### config.mk
export PLATFORM = sky130hd
export DESIGN_NAME = softplus_fwd_pipe
export DESIGN_NICKNAME = d
export VERILOG_FILES = /design/src/rtl/softplus_fwd_pipe.sv
export SDC_FILE = /design/constraint.sdc
export NUM_CORES = 1
export LEC_CHECK = 0
export BUFFER_PORTS_ARGS = -buffer_cell sky130_fd_sc_hd__buf_2
export CORE_UTILIZATION = 40
export CTS_CLUSTER_DIAMETER = 120
export DETAILED_ROUTE_END_ITERATION = 7
export RECOVER_POWER = 50
export SYNTH_ARGS = -nofsm -noshare
export SYNTH_HDL_FRONTEND = slang
export SYNTH_SLANG_ARGS = --single-unit
### constraint.sdc
create_clock -name clk -period 13.8 [get_ports clk]
set_clock_uncertainty 0.15 [all_clocks]
set_input_delay 1.38 -clock clk [delete_from_list [all_inputs] [get_ports clk]]
set_output_delay 1.38 -clock clk [all_outputs]
set_load 0.005 [all_outputs]
### src/rtl/softplus_fwd_pipe.sv
`default_nettype none
// ============================================================================
// Module      : softplus_fwd_pipe
// Description : Streaming SoftPlus forward activation, y = ln(1 + e^x), on
//               two's-complement Q8.8 samples. Piecewise-linear evaluation with
//               one segment per integer step of x. Three register stages
//               (decode/LUT, multiply, add/mux) with a single global advance
//               enable so that a stalled output freezes the whole pipe.
// Revision    : 1.0 - initial release
// ============================================================================
module softplus_fwd_pipe #(
  parameter int USER_W = 1,
  parameter int LAT    = 3
) (
  input  logic              clk,
  input  logic              rst,
  input  logic              in_valid,
  output logic              in_ready,
  input  logic [15:0]       in_data,
  input  logic [USER_W-1:0] in_user,
  output logic              out_valid,
  input  logic              out_ready,
  output logic [15:0]       out_data,
  output logic [USER_W-1:0] out_user,
  output logic [15:0]       out_count
);

  // Region of x selected by its signed integer part.
  typedef enum logic [1:0] {
    REG_TAB  = 2'd0,  // -8 <= k <= 7 : table interpolation
    REG_ID   = 2'd1,  // k >= 8       : y = x
    REG_ZERO = 2'd2   // k < -8       : y = 0
  } region_e;

  // --------------------------------------------------------------------------
  // Handshake / global advance
  // --------------------------------------------------------------------------
  logic en;
  logic [LAT-1:0] vld_q;

  assign out_valid = vld_q[LAT-1];
  assign en        = !out_valid || out_ready;
  assign in_ready  = en && !rst;

  // --------------------------------------------------------------------------
  // Stage 1 decode: region, fraction, segment base A[k] and slope B[k]
  // --------------------------------------------------------------------------
  logic signed [7:0] k_s;
  region_e           reg1_d;
  logic [10:0]       a1_d;
  logic [8:0]        b1_d;

  assign k_s = $signed(in_data[15:8]);

  // Classify x and look up the segment containing it.
  always_comb begin
    reg1_d = REG_TAB;
    a1_d   = 11'd0;
    b1_d   = 9'd0;
    if (k_s >= 8'sd8) begin
      reg1_d = REG_ID;
    end else if (k_s < -8'sd8) begin
      reg1_d = REG_ZERO;
    end else begin
      // Low nibble of k is unique across -8..7.
      case (in_data[11:8])
        4'h8:    begin a1_d = 11'd0;    b1_d = 9'd0;   end  // k = -8
        4'h9:    begin a1_d = 11'd0;    b1_d = 9'd1;   end  // k = -7
        4'hA:    begin a1_d = 11'd1;    b1_d = 9'd1;   end  // k = -6
        4'hB:    begin a1_d = 11'd2;    b1_d = 9'd3;   end  // k = -5
        4'hC:    begin a1_d = 11'd5;    b1_d = 9'd7;   end  // k = -4
        4'hD:    begin a1_d = 11'd12;   b1_d = 9'd20;  end  // k = -3
        4'hE:    begin a1_d = 11'd32;   b1_d = 9'd48;  end  // k = -2
        4'hF:    begin a1_d = 11'd80;   b1_d = 9'd97;  end  // k = -1
        4'h0:    begin a1_d = 11'd177;  b1_d = 9'd159; end  // k =  0
        4'h1:    begin a1_d = 11'd336;  b1_d = 9'd208; end  // k =  1
        4'h2:    begin a1_d = 11'd544;  b1_d = 9'd236; end  // k =  2
        4'h3:    begin a1_d = 11'd780;  b1_d = 9'd249; end  // k =  3
        4'h4:    begin a1_d = 11'd1029; b1_d = 9'd253; end  // k =  4
        4'h5:    begin a1_d = 11'd1282; b1_d = 9'd255; end  // k =  5
        4'h6:    begin a1_d = 11'd1537; b1_d = 9'd255; end  // k =  6
        default: begin a1_d = 11'd1792; b1_d = 9'd256; end  // k =  7
      endcase
    end
  end

  // Valid bits shift together with the data so bubbles travel with the pipe.
  always_ff @(posedge clk) begin
    if (rst) begin
      vld_q <= '0;
    end else if (en) begin
      vld_q <= {vld_q[LAT-2:0], in_valid};
    end
  end

  // Stage 1 registers: raw sample, fraction, region and segment coefficients.
  logic [15:0]       x1_q;
  logic [7:0]        f1_q;
  logic [10:0]       a1_q;
  logic [8:0]        b1_q;
  region_e           reg1_q;
  logic [USER_W-1:0] user1_q;

  always_ff @(posedge clk) begin
    if (rst) begin
      x1_q    <= '0;
      f1_q    <= '0;
      a1_q    <= '0;
      b1_q    <= '0;
      reg1_q  <= REG_TAB;
      user1_q <= '0;
    end else if (en) begin
      x1_q    <= in_data;
      f1_q    <= in_data[7:0];
      a1_q    <= a1_d;
      b1_q    <= b1_d;
      reg1_q  <= reg1_d;
      user1_q <= in_user;
    end
  end

  // --------------------------------------------------------------------------
  // Stage 2: slope times fraction (9b x 8b -> 17b)
  // --------------------------------------------------------------------------
  logic [16:0]       prod2_d;
  logic [16:0]       prod2_q;
  logic [15:0]       x2_q;
  logic [10:0]       a2_q;
  region_e           reg2_q;
  logic [USER_W-1:0] user2_q;

  assign prod2_d = 17'(b1_q) * 17'(f1_q);

  // Stage 2 registers: product plus the fields needed by the final mux.
  always_ff @(posedge clk) begin
    if (rst) begin
      prod2_q <= '0;
      x2_q    <= '0;
      a2_q    <= '0;
      reg2_q  <= REG_TAB;
      user2_q <= '0;
    end else if (en) begin
      prod2_q <= prod2_d;
      x2_q    <= x1_q;
      a2_q    <= a1_q;
      reg2_q  <= reg1_q;
      user2_q <= user1_q;
    end
  end

  // --------------------------------------------------------------------------
  // Stage 3: interpolate and select region result
  // --------------------------------------------------------------------------
  logic [15:0] y3_d;
  logic [15:0] tab_y;
  logic        unused_prod_lsb;

  // The fractional product bits are discarded: the shift truncates.
  assign tab_y           = 16'(a2_q) + 16'(prod2_q[16:8]);
  assign unused_prod_lsb = ^prod2_q[7:0];

  // Region mux; table results top out at 0x07FF so the add cannot overflow.
  always_comb begin
    y3_d = 16'd0;
    case (reg2_q)
      REG_ID:   y3_d = x2_q;
      REG_ZERO: y3_d = 16'd0;
      default:  y3_d = tab_y;
    endcase
  end

  logic [15:0]       y3_q;
  logic [USER_W-1:0] user3_q;

  // Output registers hold while the downstream stalls.
  always_ff @(posedge clk) begin
    if (rst) begin
      y3_q    <= '0;
      user3_q <= '0;
    end else if (en) begin
      y3_q    <= y3_d;
      user3_q <= user2_q;
    end
  end

  assign out_data = y3_q;
  assign out_user = user3_q;

  // --------------------------------------------------------------------------
  // Completed-transfer counter, wraps naturally at 16 bits
  // --------------------------------------------------------------------------
  logic [15:0] cnt_d;
  logic [15:0] cnt_q;

  // Next count: step on every output handshake.
  always_comb begin
    cnt_d = cnt_q;
    if (out_valid && out_ready) begin
      cnt_d = cnt_q + 16'd1;
    end
  end

  // Counter register; reset takes priority over a coincident handshake.
  always_ff @(posedge clk) begin
    if (rst) begin
      cnt_q <= '0;
    end else begin
      cnt_q <= cnt_d;
    end
  end

  assign out_count = cnt_q;

  // SoftPlus is non-negative; a set sign bit indicates a datapath fault.
  always_ff @(posedge clk) begin
    if (!rst && out_valid) begin
      assert (out_data[15] == 1'b0);
    end
  end

endmodule
`default_nettype wire
# == After elaboration in Yosys (flattened, before gate mapping) ==
# Memory sizes are Yosys's and may differ from the RTL's.
# Index checks and enable logic that the tools add are counted.
# word_totals
regBits,130
romBits,320
input_bits,21
out_inout_bits,35
word_cells,35
memories,1
# memory_table
name,words,word_bits,rd,rd_ports_with_merged_regs,wr,line,rtl
(name not given),16,20,1,0,0,66,case (in_data[11:8])
# classes
n_addsub,2
multipliers,1
n_lt_le_gt_ge,2
n_eq_ne,2
muxes,7
reduce_logical,5
# op_table
operator,n
$pmux 16 s2,1
$mux 11,2
$mux 9,2
$mul 9x8->17,1
$add 16x1->16 const B,1
$add 11x9->12,1
$ge 8x5->1 const B,1
$lt 8x4->1 const B,1
$mux 2,2
$eq 2x1->1 const B,1
$eq 2x2->1 const B,1
$logic_and 1x1->1,2
$logic_not 1->1,2
$logic_or 1x1->1,1

# == Depth between registers and ports, before layout ==
# logic_depth
depth_word,3
ltp_mapped,17
ltp_nobuf,16

# == Least setup slack after synthesis ==
# OpenSTA, ideal clock, no wires.
# synth_path
path_type,register -> register
from,"reg, netlist name x1_q[6]"
to,reg prod2_q[14]
setup_ns,0.122
arrival_ns,4.231
t_required_ns,13.528
slack_ns,9.297
path_stages_with_launch,15
path_buffers,1
synth_period_minus_slack_ns,4.503
path_cell_list,dfxtp_1 -> clkbuf_1 -> and2_1 -> fa_1 -> fa_1 -> fa_1 -> inv_1 -> fa_1 -> inv_1 -> ha_1 -> a21oi_1 -> a21bo_2 -> a21bo_2 -> a31o_1 -> a221o_1
# synth_rtl
item,line,rtl
"end signal, assigned",143,prod2_q <= prod2_d;
"end, declared",126,logic [16:0] prod2_q;

# == Final worst setup path ==
# layout_path
from,in rst
to,out in_ready
# layout_between
elab_chain_cells,2
# layout_lines
item,line,rtl
"start, declared",16,"input logic rst,"
$logic_not 1->1,-,
$logic_and 1x1->1,43,assign in_ready = en && !rst;
"end, declared",18,"output logic in_ready,"
# No other way between the ends.

==> run metrics <==
status complete, but fails checks; violated checks capacitance limit, slew limit; final hold vios 0; Antenna Nets Post-Route 0; CORE AREA ~17,000 sq um; Synth Instances around 880; GP Congestion between 0.8 and 0.9; min-delay src out_data[12]; final setup TNS 0 ns; slowest CP cell clkbuf_1; TritonRoute pass-1 iters 5; filler cell count 1,738; final wirelength ~17,000 microns; Netlist Area Pre-Place 7222 sq um; post-synthesis sequential area ratio a little under a third; Post-CTS Hold Buffers 0; Static Leak around 3.7 nW; Worst R2R End prod2_q[14]; Multi-input gate area about 4500 sq um; Mean Syn Cell Area about 8.2 sq um; worst stage delay on the critical path about 1.6 ns; Post-synth EDFFs 0; GR Util met2 roughly 28%; total track usage about a fifth; H-tree levels 4; Tmin final around 5.6 ns; Slew Viols, Final 93; Primary FF master, synth dfxtp_1; most used routing layer met1; Slew @ Worst Pin around 2.2 ns; Total Power a little under 900 uW; Setup-failing EPs final 0; number of setup buffers added after CTS 0; Storage cell area between 2000 and 2500 sq um; Max VDD drop between 0.09 and 0.1 mV; Port Buffers 55; clock sinks 114; met1 Use GR around 28%; Root Driver clkbuf_16; endpoint class of the critical path output pin; WP data required approximately 12 ns; Crit path buffers/inverters 4; CTS tree yes; Core Rows 48; post-CTS resize count 0; Post-Syn Nets 994; DR DRC count 0; global-route wire length before repair around 28,000 microns; grt met3 use approximately 4.3%; worst skew pair latency about 0.4 ns; most frequent cells in the layout nand2_1, dfxtp_1, a21oi_1; Top delay family on crit path buffers and inverters; number of diodes 0; Setup CP Type input pin to output pin; Clock Path Buffers 2; DP HPWL 12,250 microns; Initial Utilization between 40% and 50%; FMAX ~180 MHz; worst setup path endpoint in_ready; RSZ-0062 raised after global routing no; Yosys cell types between 60 and 70; yosys warns 0; # nets final ~1k; setup slack, reg-to-reg slightly above 9 ns; P&R area growth vs syn 13.76%; share of layout cells above drive strength 1 8.894%; die area roughly 19,000 sq um; io pins 56; reg2reg path depth 13; most common cell after layout, fill and taps aside nand2_1; clock buffer count from CTS 17; Relative slew margins -45.16%; Reg-to-Reg Start x1_q[3]; CP Cell Sequence buf_2 -> clkbuf_1 -> nand2b_1 -> clkinv_1 -> buf_2; pwr dens about 110 nW/um^2; vias in the first global route around 5.4k; GRT overflow 0; HP Class register to register; Die Y ~140 microns; Setup crit start kind input pin; largest net degree at the start of global routing between 70 and 80; WP depth 5; arrival time worst endpoint 4.04 ns; die width 136.4 microns; DRT iter0 DRCs 360; Reg clk slew, reported paths roughly 0.05 ns; MaxCap Viol Count 2; #FFs+latches synth ~110; wire per inst about 15 microns; vias between 5k and 6k; async set-reset flop share out of synthesis 0%; Crit. Startpoint rst; Vias/cell just over 5; initial antenna violation count 0; cell mode on critical path buf_2; Final Cycle Share 40.35%; crit path max fanout between 40 and 50
-- synthesized netlist by cell type, drive strengths merged, types with 6 or more instances --
library cell / number / area (sq um)
a21o: 11 / 82.58
a21oi: 86 / 430.4
and2: 61 / 381.6
buf: 9 / 47.54
clkbuf: 38 / 142.6
dfxtp: 114 / 2282
fa: 42 / 840.8
ha: 53 / 663.1
inv: 66 / 247.7
nand2: 166 / 623.1
nand2b: 8 / 52.55
nand3: 17 / 85.08
nor2: 51 / 198.9
nor2b: 6 / 37.54
nor3: 13 / 70.07
o21ai: 32 / 160.2
xnor2: 8 / 70.07
xor2: 13 / 113.9
-- final cells by class --
| class | instances | area share [%] |
|---|---|---|
| Inverter | 67 | 3.061 |
| Clock buffer | 18 | 5.224 |
| Multi-Input combinational cell | 650 | 54.84 |
| Sequential cell | 114 | 27.78 |
| Timing Repair Buffer | 60 | 3.412 |
| Tap cell | 225 | 3.427 |
| Clock inverter | 13 | 2.254 |
-- stage by stage --
stage | hold slack (ns) | cell area [sq um] | util [%] | worst slack [ns] | cells
after detailed placement | 0.2913 | 7634 | 43.68 | 9.159 | 1116
after CTS | 0.2988 | 8248 | 47.19 | 9.165 | 1147
after floorplan | 0.2759 | 7222 | - | 9.297 | 878
final | 0.2958 | 8215 | 47.01 | 8.232 | 1147
after global routing | 0.3090 | 8215 | 47.01 | 7.990 | 1147
after global placement | 0.2868 | 7634 | 43.68 | 9.191 | 1116
-- worst register-to-register path: stages, from the launching register on --
cell	delay, ns
dfxtp_1	0.53
and2_1	0.21
fa_1	0.45
fa_1	0.48
fa_1	0.54
inv_1	0.05
fa_1	0.52
inv_1	0.04
ha_1	0.32
a21oi_1	0.22
a21bo_2	0.28
a21bo_2	0.22
a31o_1	0.21
a221o_1	0.29
-- power by group --
part,total [mW],switching [mW],internal (mW)
combinational,0.0595,0.0379,0.0216
sequential,0.350,0.0104,0.339
clock,0.457,0.156,0.301
total,0.866,0.204,0.662
-- routing by layer --
layer | part of all wire [%] | wire length [microns]
met4 | 1.3 | 225
met2 | 43 | 7336
met5 | 0 | 0
met1 | 52 | 8745
met3 | 3.4 | 566
-- how the worst min path moves through the flow --
stage | to | slack (ns) | cells past startpoint
4_1_cts | out_data[12] | 0.30 | 2
5_1_grt | x2_q[15] | 0.31 | 2
3_5_place_dp | out_data[12] | 0.29 | 2
6_report | out_data[12] | 0.30 | 2
2_1_floorplan | a1_q[5] | 0.28 | 1
3_3_place_gp | a1_q[5] | 0.29 | 1
-- registers in the layout, summed over array words and instances (netlist names) --
name / cells
reg1_q: 2
prod2_q: 9
user2_q: 1
b1_q: 9
out_data: 16
reg2_q: 2
out_user: 1
out_count: 16
user1_q: 1
a2_q: 11
a1_q: 11
vld_q: 3
x1_q: 16
x2_q: 16
-- logic make-up (layout without fill, tap and decap cells) --
family | Yosys count | in the layout | share of synthesized area, %
adder cells (fa/ha/maj) | 95 | 95 | 20.82
XOR/XNOR | 21 | 21 | 2.547
AO/OA/AOI/OAI | 182 | 182 | 15.66
multiplexers | 6 | 6 | 0.9009
buffers and inverters | 114 | 158 | 6.116
AND/OR/NAND/NOR | 346 | 346 | 22.35
flip-flops | 114 | 114 | 31.60
Note: power is estimated with default switching activity, not from simulation.
